[config.mk]
export PLATFORM = sky130hd
export DESIGN_NAME = pcie_tlp_tx_arb
export DESIGN_NICKNAME = d
export VERILOG_FILES = /design/src/rtl/pcie_tlp_pkg.sv /design/src/rtl/pcie_skid_buf.sv /design/src/rtl/pcie_tlp_tx_arb.sv
export SDC_FILE = /design/constraint.sdc
export NUM_CORES = 1
export LEC_CHECK = 0
export BUFFER_PORTS_ARGS = -buffer_cell sky130_fd_sc_hd__buf_2
export CELL_PAD_IN_SITES_DETAIL_PLACEMENT = 1
export CELL_PAD_IN_SITES_GLOBAL_PLACEMENT = 1
export CORE_AREA = 2 2 763 765
export CTS_BUF_LIST = sky130_fd_sc_hd__clkbuf_4 sky130_fd_sc_hd__clkbuf_8
export CTS_CLUSTER_DIAMETER = 120
export CTS_CLUSTER_SIZE = 28
export DETAILED_ROUTE_END_ITERATION = 6
export DIE_AREA = 0 0 765 767
export PLACE_DENSITY = 0.36
export SLEW_MARGIN = 20
export SYNTH_ARGS = -nofsm -noshare
export SYNTH_HDL_FRONTEND = slang
export SYNTH_SLANG_ARGS = --single-unit
[constraint.sdc]
create_clock -name clk -period 46.2 [get_ports clk]
set_clock_uncertainty 0.2 [all_clocks]
set_input_delay 6.93 -clock clk [delete_from_list [all_inputs] [get_ports clk]]
set_output_delay 6.93 -clock clk [all_outputs]
set_load 0.02 [all_outputs]
[src/rtl/pcie_tlp_pkg.sv]
// Shared types and default widths for the TLP transmit path.
package pcie_tlp_pkg;

  localparam int unsigned NUM_CH_DEF           = 4;
  localparam int unsigned DATA_WIDTH_DEF       = 256;
  localparam int unsigned TLP_HEADER_WIDTH_DEF = 128;
  localparam int unsigned MAX_BEATS_DEF        = 16;
  localparam int unsigned CH_WIDTH_DEF         = $clog2(NUM_CH_DEF);

  typedef enum logic {
    IDLE = 1'b0,
    PKT  = 1'b1
  } arb_state_e;

  // One beat as it travels toward the Data Link Layer (default widths).
  typedef struct packed {
    logic [TLP_HEADER_WIDTH_DEF-1:0] header;
    logic [DATA_WIDTH_DEF-1:0]       data;
    logic                            sop;
    logic                            eop;
    logic [CH_WIDTH_DEF-1:0]         ch;
  } tlp_beat_t;

  // Flat width of a beat: header, data, sop, eop and source channel.
  function automatic int unsigned beat_width(input int unsigned hw, input int unsigned dw,
                                             input int unsigned cw);
    return hw + dw + 2 + cw;
  endfunction

endpackage

[src/rtl/pcie_skid_buf.sv]
// Two-entry skid buffer: registered outputs, input ready driven purely from state.
module pcie_skid_buf #(
  parameter int unsigned WIDTH = 8
) (
  input  logic             clk,
  input  logic             rst,
  input  logic             in_valid_i,
  input  logic [WIDTH-1:0] in_data_i,
  output logic             in_ready_o,
  output logic             out_valid_o,
  output logic [WIDTH-1:0] out_data_o,
  input  logic             out_ready_i
);

  logic             out_valid_q;
  logic [WIDTH-1:0] out_data_q;
  logic             skid_valid_q;
  logic [WIDTH-1:0] skid_data_q;
  logic             in_fire;
  logic             out_free;

  assign in_ready_o  = ~skid_valid_q;
  assign in_fire     = in_valid_i & ~skid_valid_q;
  assign out_free    = out_ready_i | ~out_valid_q;
  assign out_valid_o = out_valid_q;
  assign out_data_o  = out_data_q;

  // Occupancy: the skid slot fills only when the output stage is stalled.
  always_ff @(posedge clk) begin
    if (rst) begin
      out_valid_q  <= 1'b0;
      skid_valid_q <= 1'b0;
    end else if (out_free) begin
      out_valid_q  <= skid_valid_q | in_fire;
      skid_valid_q <= 1'b0;
    end else if (in_fire) begin
      skid_valid_q <= 1'b1;
    end
  end

  // Payload: the skid entry drains first so beat order is preserved.
  always_ff @(posedge clk) begin
    if (out_free) begin
      if (skid_valid_q) begin
        out_data_q <= skid_data_q;
      end else if (in_fire) begin
        out_data_q <= in_data_i;
      end
    end else if (in_fire) begin
      skid_data_q <= in_data_i;
    end
  end

endmodule

[src/rtl/pcie_tlp_tx_arb.sv]
// Packet-atomic round-robin arbiter merging NUM_CH TLP streams onto one tx port.
module pcie_tlp_tx_arb
  import pcie_tlp_pkg::*;
#(
  parameter int unsigned NUM_CH           = NUM_CH_DEF,
  parameter int unsigned DATA_WIDTH       = DATA_WIDTH_DEF,
  parameter int unsigned TLP_HEADER_WIDTH = TLP_HEADER_WIDTH_DEF,
  parameter int unsigned MAX_BEATS        = MAX_BEATS_DEF
) (
  input  logic                               clk,
  input  logic                               rst,
  input  logic [NUM_CH-1:0]                  ch_valid,
  input  logic [NUM_CH*TLP_HEADER_WIDTH-1:0] ch_header,
  input  logic [NUM_CH*DATA_WIDTH-1:0]       ch_data,
  input  logic [NUM_CH-1:0]                  ch_sop,
  input  logic [NUM_CH-1:0]                  ch_eop,
  output logic [NUM_CH-1:0]                  ch_ready,
  output logic                               tx_valid,
  output logic [TLP_HEADER_WIDTH-1:0]        tx_header,
  output logic [DATA_WIDTH-1:0]              tx_data,
  output logic                               tx_sop,
  output logic                               tx_eop,
  input  logic                               tx_ready,
  output logic [$clog2(NUM_CH)-1:0]          tx_ch,
  output logic                               err_framing,
  output logic                               err_len,
  output logic [31:0]                        pkt_count
);

  localparam int unsigned CW  = $clog2(NUM_CH);
  localparam int unsigned PW  = beat_width(TLP_HEADER_WIDTH, DATA_WIDTH, CW);
  localparam int unsigned BCW = $clog2(MAX_BEATS + 2);
  localparam logic [BCW-1:0] LEN_LIMIT = BCW'(MAX_BEATS);
  localparam logic [CW-1:0]  LAST_CH   = CW'(NUM_CH - 1);

  arb_state_e      state_q, state_d;
  logic [CW-1:0]   rr_ptr_q, rr_ptr_d;
  logic [CW-1:0]   gnt_ch_q, gnt_ch_d;
  logic [BCW-1:0]  beat_cnt_q, beat_cnt_d;
  logic            err_framing_q, err_framing_d;
  logic            err_len_q, err_len_d;
  logic [31:0]     pkt_count_q;

  logic [TLP_HEADER_WIDTH-1:0] hdr_arr  [NUM_CH];
  logic [DATA_WIDTH-1:0]       data_arr [NUM_CH];
  logic [NUM_CH-1:0] cand, cand_masked, mask;
  logic [CW-1:0]     pick_ch;
  logic              pick_vld;
  logic [CW-1:0]     sel_ch;
  logic              sel_act, sel_sop, sel_eop, sel_fire, accept_ok;
  logic              skid_in_ready;
  logic [PW-1:0]     sel_payload, out_payload;
  logic              out_sop, out_eop;

  assign cand        = ch_valid & ch_sop;
  assign cand_masked = cand & mask;

  for (genvar gi = 0; gi < NUM_CH; gi++) begin : g_ch
    assign hdr_arr[gi]  = ch_header[gi*TLP_HEADER_WIDTH +: TLP_HEADER_WIDTH];
    assign data_arr[gi] = ch_data[gi*DATA_WIDTH +: DATA_WIDTH];
    assign mask[gi]     = (CW'(gi) >= rr_ptr_q);
    assign ch_ready[gi] = accept_ok & (sel_ch == CW'(gi));
  end

  // Round-robin pick: lowest candidate at/after rr_ptr, else lowest overall.
  always_comb begin
    pick_vld = 1'b0;
    pick_ch  = '0;
    for (int i = NUM_CH - 1; i >= 0; i--) begin
      if (cand[i]) begin
        pick_vld = 1'b1;
        pick_ch  = CW'(i);
      end
    end
    for (int i = NUM_CH - 1; i >= 0; i--) begin
      if (cand_masked[i]) begin
        pick_ch = CW'(i);
      end
    end
  end

  assign sel_ch      = (state_q == IDLE) ? pick_ch : gnt_ch_q;
  assign sel_act     = (state_q == IDLE) ? pick_vld : 1'b1;
  assign accept_ok   = ~rst & skid_in_ready & sel_act;
  assign sel_fire    = accept_ok & ch_valid[sel_ch];
  assign sel_sop     = ch_sop[sel_ch];
  assign sel_eop     = ch_eop[sel_ch];
  assign sel_payload = {hdr_arr[sel_ch], data_arr[sel_ch], sel_sop, sel_eop, sel_ch};

  // Next-state: grant on SOP in IDLE, hold the grant until the EOP beat is accepted.
  always_comb begin
    state_d       = state_q;
    rr_ptr_d      = rr_ptr_q;
    gnt_ch_d      = gnt_ch_q;
    beat_cnt_d    = beat_cnt_q;
    err_framing_d = 1'b0;
    err_len_d     = 1'b0;
    unique case (state_q)
      IDLE: begin
        if (sel_fire) begin
          rr_ptr_d   = (sel_ch == LAST_CH) ? '0 : sel_ch + 1'b1;
          gnt_ch_d   = sel_ch;
          beat_cnt_d = BCW'(1);
          if (!sel_eop) state_d = PKT;
        end
      end
      PKT: begin
        if (sel_fire) begin
          if (beat_cnt_q != '1) beat_cnt_d = beat_cnt_q + 1'b1;
          err_len_d     = (beat_cnt_q == LEN_LIMIT);
          err_framing_d = sel_sop;
          if (sel_eop) state_d = IDLE;
        end
      end
      default: state_d = IDLE;
    endcase
  end

  // Arbiter state and error pulse registers.
  always_ff @(posedge clk) begin
    if (rst) begin
      state_q       <= IDLE;
      rr_ptr_q      <= '0;
      gnt_ch_q      <= '0;
      beat_cnt_q    <= '0;
      err_framing_q <= 1'b0;
      err_len_q     <= 1'b0;
    end else begin
      state_q       <= state_d;
      rr_ptr_q      <= rr_ptr_d;
      gnt_ch_q      <= gnt_ch_d;
      beat_cnt_q    <= beat_cnt_d;
      err_framing_q <= err_framing_d;
      err_len_q     <= err_len_d;
    end
  end

  // Forwarded-packet counter, saturating.
  always_ff @(posedge clk) begin
    if (rst) begin
      pkt_count_q <= '0;
    end else if (tx_valid && tx_ready && tx_eop && (pkt_count_q != '1)) begin
      pkt_count_q <= pkt_count_q + 32'd1;
    end
  end

  pcie_skid_buf #(
    .WIDTH (PW)
  ) u_skid (
    .clk         (clk),
    .rst         (rst),
    .in_valid_i  (sel_fire),
    .in_data_i   (sel_payload),
    .in_ready_o  (skid_in_ready),
    .out_valid_o (tx_valid),
    .out_data_o  (out_payload),
    .out_ready_i (tx_ready)
  );

  assign {tx_header, tx_data, out_sop, out_eop, tx_ch} = out_payload;
  assign tx_sop      = tx_valid & out_sop;
  assign tx_eop      = tx_valid & out_eop;
  assign err_framing = err_framing_q;
  assign err_len     = err_len_q;
  assign pkt_count   = pkt_count_q;

endmodule

==> results of run 1 <==
[per-layer routing]
layer	track usage	routed length, µm	up-vias
li1	-	-	14840
met1	0.1657	170700	18000
met2	0.1960	166700	2309
met3	0.09700	69110	790
met4	0.01859	8976	274
met5	0	1770	-
[final timing paths]
| kind | start | endpoint | slack [ns] | cells past startpoint |
|---|---|---|---|---|
| max | ch_valid[1] | ch_ready[0] | 29.68 | 8 |
| min | gnt_ch_q[0]$_SDFFE_PP0P_ | gnt_ch_q[0]$_SDFFE_PP0P_ | 0.31 | 2 |
| max reg2reg | state_q$_SDFF_PP0_ | u_skid.out_data_o[188]$_DFFE_PP_ | 38.87 | 10 |
| min reg2reg | gnt_ch_q[0]$_SDFFE_PP0P_ | gnt_ch_q[0]$_SDFFE_PP0P_ | 0.31 | 2 |
[power by group through the flow]
stage	combinational, µW	sequential (µW)	clock, µW
after floorplan	496	987	0
after global placement	785	974	0
after detailed placement	792	973	0
after CTS	795	957	511
after global routing	832	960	524
final	782	954	477
[worst min-delay path, delay by kind of cell (launching register included)]
kind	cells	cell delay, ns
flops	1	0.35
compound gates	1	0.07
buf+inv	1	0.05
[cell families (layout without fill, tap and decap cells)]
| group | after synthesis | in the layout | synth area share |
|---|---|---|---|
| muxes | 1546 | 1546 | 0.3445 |
| AOI/OAI and AO/OA | 75 | 75 | 0.01215 |
| adders and majority gates | 8 | 8 | 0.002160 |
| buffers and inverters | 584 | 2142 | 0.09926 |
| and+or+nand+nor | 137 | 137 | 0.01655 |
| other | 0 | 102 | 0 |
| xor gates and xnor gates | 14 | 14 | 0.002646 |
| DFF | 822 | 822 | 0.5227 |
[state kept, by name, summed over array words and instances, names as in the netlist]
| name | count |
|---|---|
| rr_ptr_q | 2 |
| u_skid.out_valid_o | 1 |
| u_skid.out_data_o | 388 |
| beat_cnt_q | 5 |
| err_framing | 1 |
| gnt_ch_q | 2 |
| err_len | 1 |
| state_q | 1 |
| u_skid.skid_valid_q | 1 |
| u_skid.skid_data_q | 388 |
| pkt_count | 32 |
[cells in the mapped netlist (3+ instances only)]
cell	instances	area, µm²
sky130_fd_sc_hd__mux2i_1	1156	11570
sky130_fd_sc_hd__edfxtp_1	776	23300
sky130_fd_sc_hd__buf_4	388	2913
sky130_fd_sc_hd__mux2_2	387	4358
sky130_fd_sc_hd__buf_6	124	1396
sky130_fd_sc_hd__clkbuf_1	50	187.7
sky130_fd_sc_hd__dfxtp_1	46	920.9
sky130_fd_sc_hd__nand2_1	26	97.59
sky130_fd_sc_hd__nor2_1	25	93.84
sky130_fd_sc_hd__nand3_1	17	85.08
sky130_fd_sc_hd__a21oi_1	16	80.08
sky130_fd_sc_hd__inv_1	13	48.80
sky130_fd_sc_hd__and2_1	12	75.07
sky130_fd_sc_hd__o31ai_1	10	75.07
sky130_fd_sc_hd__xor2_1	10	87.58
sky130_fd_sc_hd__nand4_1	9	56.30
sky130_fd_sc_hd__or4_1	9	67.56
sky130_fd_sc_hd__ha_1	8	100.1
sky130_fd_sc_hd__and3_1	7	43.79
sky130_fd_sc_hd__buf_2	7	35.03
sky130_fd_sc_hd__nor3_1	5	25.02
sky130_fd_sc_hd__o21a_1	5	37.54
sky130_fd_sc_hd__a32o_1	4	40.04
sky130_fd_sc_hd__and4_1	4	35.03
sky130_fd_sc_hd__nor2b_1	4	25.02
sky130_fd_sc_hd__nor4_1	4	25.02
sky130_fd_sc_hd__o21ai_0	4	20.02
sky130_fd_sc_hd__or3_1	4	25.02
sky130_fd_sc_hd__xnor2_1	4	35.03
sky130_fd_sc_hd__a31oi_1	3	18.77
sky130_fd_sc_hd__mux2_1	3	33.78
sky130_fd_sc_hd__nor3b_1	3	22.52
sky130_fd_sc_hd__o211ai_1	3	22.52
sky130_fd_sc_hd__o21ai_1	3	15.01
[metrics by stage]
step,utilization,std cells,total power [µW]
detailed placement,0.1070,12410,1764
CTS,0.1093,12500,2264
global placement,0.1070,12410,1760
floorplan,-,3186,1483
global route,0.1094,12530,2315
finish,0.1097,12600,2213
[layout make-up]
type | count | area share
Sequential cell | 822 | 0.3812
Multi-Input combinational cell | 1780 | 0.2767
Inverter | 14 | 0.0009452
Clock inverter | 40 | 0.009314
Antenna cell | 102 | 0.004017
Timing Repair Buffer | 2036 | 0.1640
Clock buffer | 52 | 0.01107
Tap cell | 7755 | 0.1527
==> run metrics, run 1 <==
result of the run=finished with violations; violations in the final reports=antenna rules; combinational share of power=0.353; worst-path cell chain=buf_2 > a22oi_1 > o311ai_1 > o21a_4 > buf_4 > ha_1 > and2_1 > buf_2; Worst-path clk slew=about 0.15 ns; Area growth, synth to finish=37.12%; total length of routed wires=roughly 420 mm; part of the Yosys area used for sequential elements=0.5227; quantity of hold-fixing buffers added after cts=0; mean routed wirelength per cell=33.11 µm; number of vias per cell after detailed routing=approximately 2.9; Top-Level Pins=1978; final instance area=roughly 64000 µm²; Total Nets Final=around 6300; Critical-path top delay cell=sky130_fd_sc_hd__buf_4; fmax=roughly 0.061 GHz; minimum hold slack=about 0.31 ns; asr flop ratio synth=0; clock latency on the worst-skew pair=1.00 ns; die boundary width=between 700 and 800 µm; power spent charging and discharging nets=875.3 µW; top_reg_cell synth=sky130_fd_sc_hd__edfxtp_1; WP data arrival=9.39 ns; max-capacitance violation count=0; power share of the clock group=0.216; wire length of the first global-routing pass=approximately 500 mm; Bufs on Longest Clock Path=3; maximum number of pins on one net before global-route repair=between 100 and 150; sequential fraction of design power=0.431; Pins Over Slew Limit=0; total global-route track usage=0.1357; number of resized instances in the post-cts repair step=0; Power Dens Cells=~35 nW/µm²; initial standard-cell utilization of the core=0.08002; most frequent CP cell=sky130_fd_sc_hd__buf_2; cell area after placement=between 60000 and 70000 µm²; layout cells sized above 1=0.5341; Placement Rows=280; final worst path period share=0.3575; cell count after synthesis=3186; Leak Pwr=about 0.027 µW; sw frac=0.3955; CTS tree=built; number of post-CTS setup repair buffers=0; time the final worst path needs with I/O delays and setup=~17 ns; most frequent cells in the layout=sky130_fd_sc_hd__buf_2, sky130_fd_sc_hd__mux2i_1, sky130_fd_sc_hd__edfxtp_1; Post-Syn Nets=4745; per-instance average area after synthesis=around 15 µm²; number of buffer and inverter instances along the worst setup path=3; largest voltage drop on the vdd net=roughly 0.023 mV; sequential standard cell area=24220 µm²; Critical Path Start Type=input pin; kind of cell adding the most delay to the critical path=compound AO/OA/AOI/OAI gates; number of synthesized register bits=approximately 800; DRC Markers=0; number of nets with antenna violations after routing=1; number of inserted filler cells in the final layout=approximately 68000; height of the die=767 µm; path category of the worst min-delay check=reg2reg; Internal Dissipation=about 1300 µW; area of the die=586800 µm²; final hold vios=0; setup TNS=0 ns; CP Data Required Time=39.07 ns; H-tree levels=2; worst slack at placement=29.61 ns; Synth cell types=65; count of vias placed by the detailed router=about 36000; number of flops mapped to enable cells by yosys=between 700 and 800; CTS Root Cell=sky130_fd_sc_hd__clkbuf_8; vias in the first global route=36830; category of the worst setup path capture point=primary output; buffers added on ports=slightly below 2000; relative max-transition margin=0.1964; unrepaired setup endpoints after global routing=false; cell area after technology mapping=approximately 46000 µm²; maximum fanout along the worst path=28; CTS sink count=between 800 and 900; multi-input combinational cell area=17580 µm²; type of the worst setup path=in2out; CTS Buf Count=50; number of warnings printed during yosys synthesis=0; first drt pass iteration count=5; initial DRC count=about 2600; final weighted congestion in routability-driven placement=roughly 0.95; detailed-placement wirelength estimate=between 300 and 400 mm; core region area=579100 µm²; post-route setup slack=around 30 ns; final global-route overflow total=0; maximum cell stage delay along the critical path=roughly 0.58 ns; most common cell after layout, fill and taps aside=sky130_fd_sc_hd__buf_2; worst slew pin tran=1.172 ns; initial antenna violation count=about 490; setup violators final=0
Note: power is estimated with default switching activity, not from simulation.
==> inputs of run 2 (changes only) <==
CORE_AREA = 2 2 769 771   (was 2 2 763 765)
DIE_AREA = 0 0 771 773   (was 0 0 765 767)
clock period = 17 ns   (was 46.2 ns; I/O delays follow)
==> run 2 against run 1 <==
The run now ends clean. Via count down 0.68%. Register-to-register slack worse by 28 ns. Non-clock buffer count down 3. First-iteration DRC count down 11%. Die area up 1.6%. Cell count up 1.3%. Critical endpoint is now ch_ready[2]. Highest routed layer unchanged.
==> run metrics, run 2 (synthesis results as in run 1) <==
result of the run=complete, no violations; DRC Markers=0; core region area=587800 µm²; CP Data Required Time=~14 ns; final hold vios=0; height of the die=about 770 µm; post-route setup slack=slightly above 9 ns; utilization of the core after routing=0.1087; sequential fraction of design power=0.426; fmax=approximately 0.13 GHz; max-capacitance violation count=0; path category of the worst min-delay check=reg2reg; Leak Pwr=0.02734 µW; vias in the first global route=approximately 37000; Pins Over Slew Limit=0; relative max-transition margin=0.1659; detailed-placement wirelength estimate=365.5 mm; total global-route track usage=0.1320; Area growth, synth to finish=37.94%; unrepaired setup endpoints after global routing=false; kind of cell adding the most delay to the critical path=compound AO/OA/AOI/OAI gates; initial antenna violation count=around 440; most congested layer reported by global routing=met2; worst slew pin tran=approximately 1.2 ns; WP data arrival=4.89 ns; worst-path cell chain=buf_2 > a22oi_1 > o311ai_1 > o21a_4 > inv_2 > ha_1 > and2_1 > buf_2; setup TNS=0 ns; Bufs on Longest Clock Path=3; CTS Root Cell=sky130_fd_sc_hd__clkbuf_8; largest voltage drop on the vdd net=~0.062 mV; Power Dens Cells=roughly 95 nW/µm²; Critical-path top delay cell=sky130_fd_sc_hd__o21a_4; buffers added on ports=a little under 2000; Hold Startpoint=gnt_ch_q[0]$_SDFFE_PP0P_; Global Route met2 Usage=0.1879; Critical Path Start=ch_sop[1]; layout cells sized above 1=0.5341; area of the die=a little under 600000 µm²; filler-free cell count of the finished design=12760; total length of routed wires=around 410 mm; number of post-CTS setup repair buffers=0; Top-Level Pins=between 1500 and 2000; final worst path period share=0.4494; Critical Path Start Type=input pin; power spent charging and discharging nets=2422 µW; clock latency on the worst-skew pair=~0.97 ns; GRT met1 Usage=0.1542; Internal Dissipation=3635 µW; final weighted congestion in routability-driven placement=slightly above 0.9; CTS Buf Count=52; initial standard-cell utilization of the core=0.07883; power share of the clock group=0.217; setup violators final=0; mean routed wirelength per cell=32.28 µm; combinational share of power=0.357; number of nets with antenna violations after routing=0; type of the worst setup path=in2out; time the final worst path needs with I/O delays and setup=7.640 ns; initial DRC count=about 2400; sw frac=0.3999; Worst-path clk slew=approximately 0.18 ns; maximum fanout along the worst path=29; first drt pass iteration count=5; die boundary width=771 µm; final global-route overflow total=0; number of vias per cell after detailed routing=about 2.8; number of buffer and inverter instances along the worst setup path=3; number of resized instances in the post-cts repair step=0; cell area after placement=62040 µm²; H-tree levels=2; Placement Rows=282; wire length of the first global-routing pass=a little under 500 mm; CTS tree=built; source of the worst register-to-register timing path=rr_ptr_q[1]$_SDFFE_PP0P_; number of inserted filler cells in the final layout=68550; worst slack at placement=~8.5 ns; met3 capacity usage during global routing=0.1066; count of vias placed by the detailed router=between 30000 and 40000; final instance area=63920 µm²; post-placement cell count=between 10000 and 15000; CTS sink count=about 820; quantity of hold-fixing buffers added after cts=0; most frequent cells in the layout=sky130_fd_sc_hd__buf_2, sky130_fd_sc_hd__mux2i_1, sky130_fd_sc_hd__edfxtp_1; maximum number of pins on one net before global-route repair=about 110; Total Nets Final=approximately 6300; most common cell after layout, fill and taps aside=sky130_fd_sc_hd__buf_2; maximum cell stage delay along the critical path=approximately 0.63 ns; category of the worst setup path capture point=primary output; most frequent CP cell=sky130_fd_sc_hd__buf_2
-- run 2: changes by cell type in the layout (fill, tap and decap cells not counted), sizes merged --
| cell | delta |
|---|---|
| buf | -3 |
| clkinv | +9 |
| diode | +106 |
| bufinv | -1 |
| clkbuf | +2 |
| inv | -5 |
-- run 2: worst paths after layout --
kind         slack (ns)  depth (start not counted)                                to
max                9.36                          8                       ch_ready[2]
min                0.32                          2          gnt_ch_q[0]$_SDFFE_PP0P_
min reg2reg        0.32                          2          gnt_ch_q[0]$_SDFFE_PP0P_
max reg2reg       10.89                         11  u_skid.out_data_o[178]$_DFFE_PP_
-- run 2: power groups by stage --
| stage | registers [µW] | clock network (µW) | logic (µW) |
|---|---|---|---|
| after global placement | 2630 | 0 | 2180 |
| after floorplan | 2630 | 0 | 1350 |
| after detailed placement | 2630 | 0 | 2190 |
| after global routing | 2600 | 1440 | 2300 |
| after CTS | 2590 | 1410 | 2200 |
| final | 2580 | 1310 | 2160 |
-- run 2: final cells by class --
| class | count | area [µm²] | share of cell area |
|---|---|---|---|
| Multi-Input combinational cell | 1780 | 17570 | 0.2749 |
| Inverter | 14 | 60.06 | 0.0009396 |
| Clock buffer | 54 | 737.0 | 0.01153 |
| Sequential cell | 822 | 24220 | 0.3790 |
| Tap cell | 7810 | 9772 | 0.1529 |
| Antenna cell | 208 | 520.5 | 0.008143 |
| Timing Repair Buffer | 2033 | 10420 | 0.1629 |
| Clock inverter | 43 | 618.1 | 0.009670 |
-- run 2: worst register-to-register path, cell delays in order, from the launching register on --
cell	delay, ns
sky130_fd_sc_hd__dfxtp_1	0.41
sky130_fd_sc_hd__and4bb_1	0.41
sky130_fd_sc_hd__a311oi_2	0.10
sky130_fd_sc_hd__a21boi_4	0.17
sky130_fd_sc_hd__buf_4	0.46
sky130_fd_sc_hd__buf_12	0.48
sky130_fd_sc_hd__buf_4	0.95
sky130_fd_sc_hd__buf_4	0.76
sky130_fd_sc_hd__buf_4	1.05
sky130_fd_sc_hd__mux2i_1	0.36
sky130_fd_sc_hd__mux2i_1	0.13
sky130_fd_sc_hd__mux2_2	0.32
-- run 2: metal layers --
metal / vias up / wire (µm) / share of wire
met2: 2229 / 163100 / 0.40
li1: 14950 / - / -
met5: - / 1919 / 0.0047
met1: 17790 / 160100 / 0.39
met4: 286 / 9457 / 0.023
met3: 717 / 77430 / 0.19
-- run 2: metrics by stage --
stage	hold slack (ns)	power (µW)
2_1_floorplan	0.2540	3982
3_3_place_gp	0.2711	4809
3_5_place_dp	0.2886	4822
4_1_cts	0.3109	6205
5_1_grt	0.3423	6330
6_report	0.3165	6057
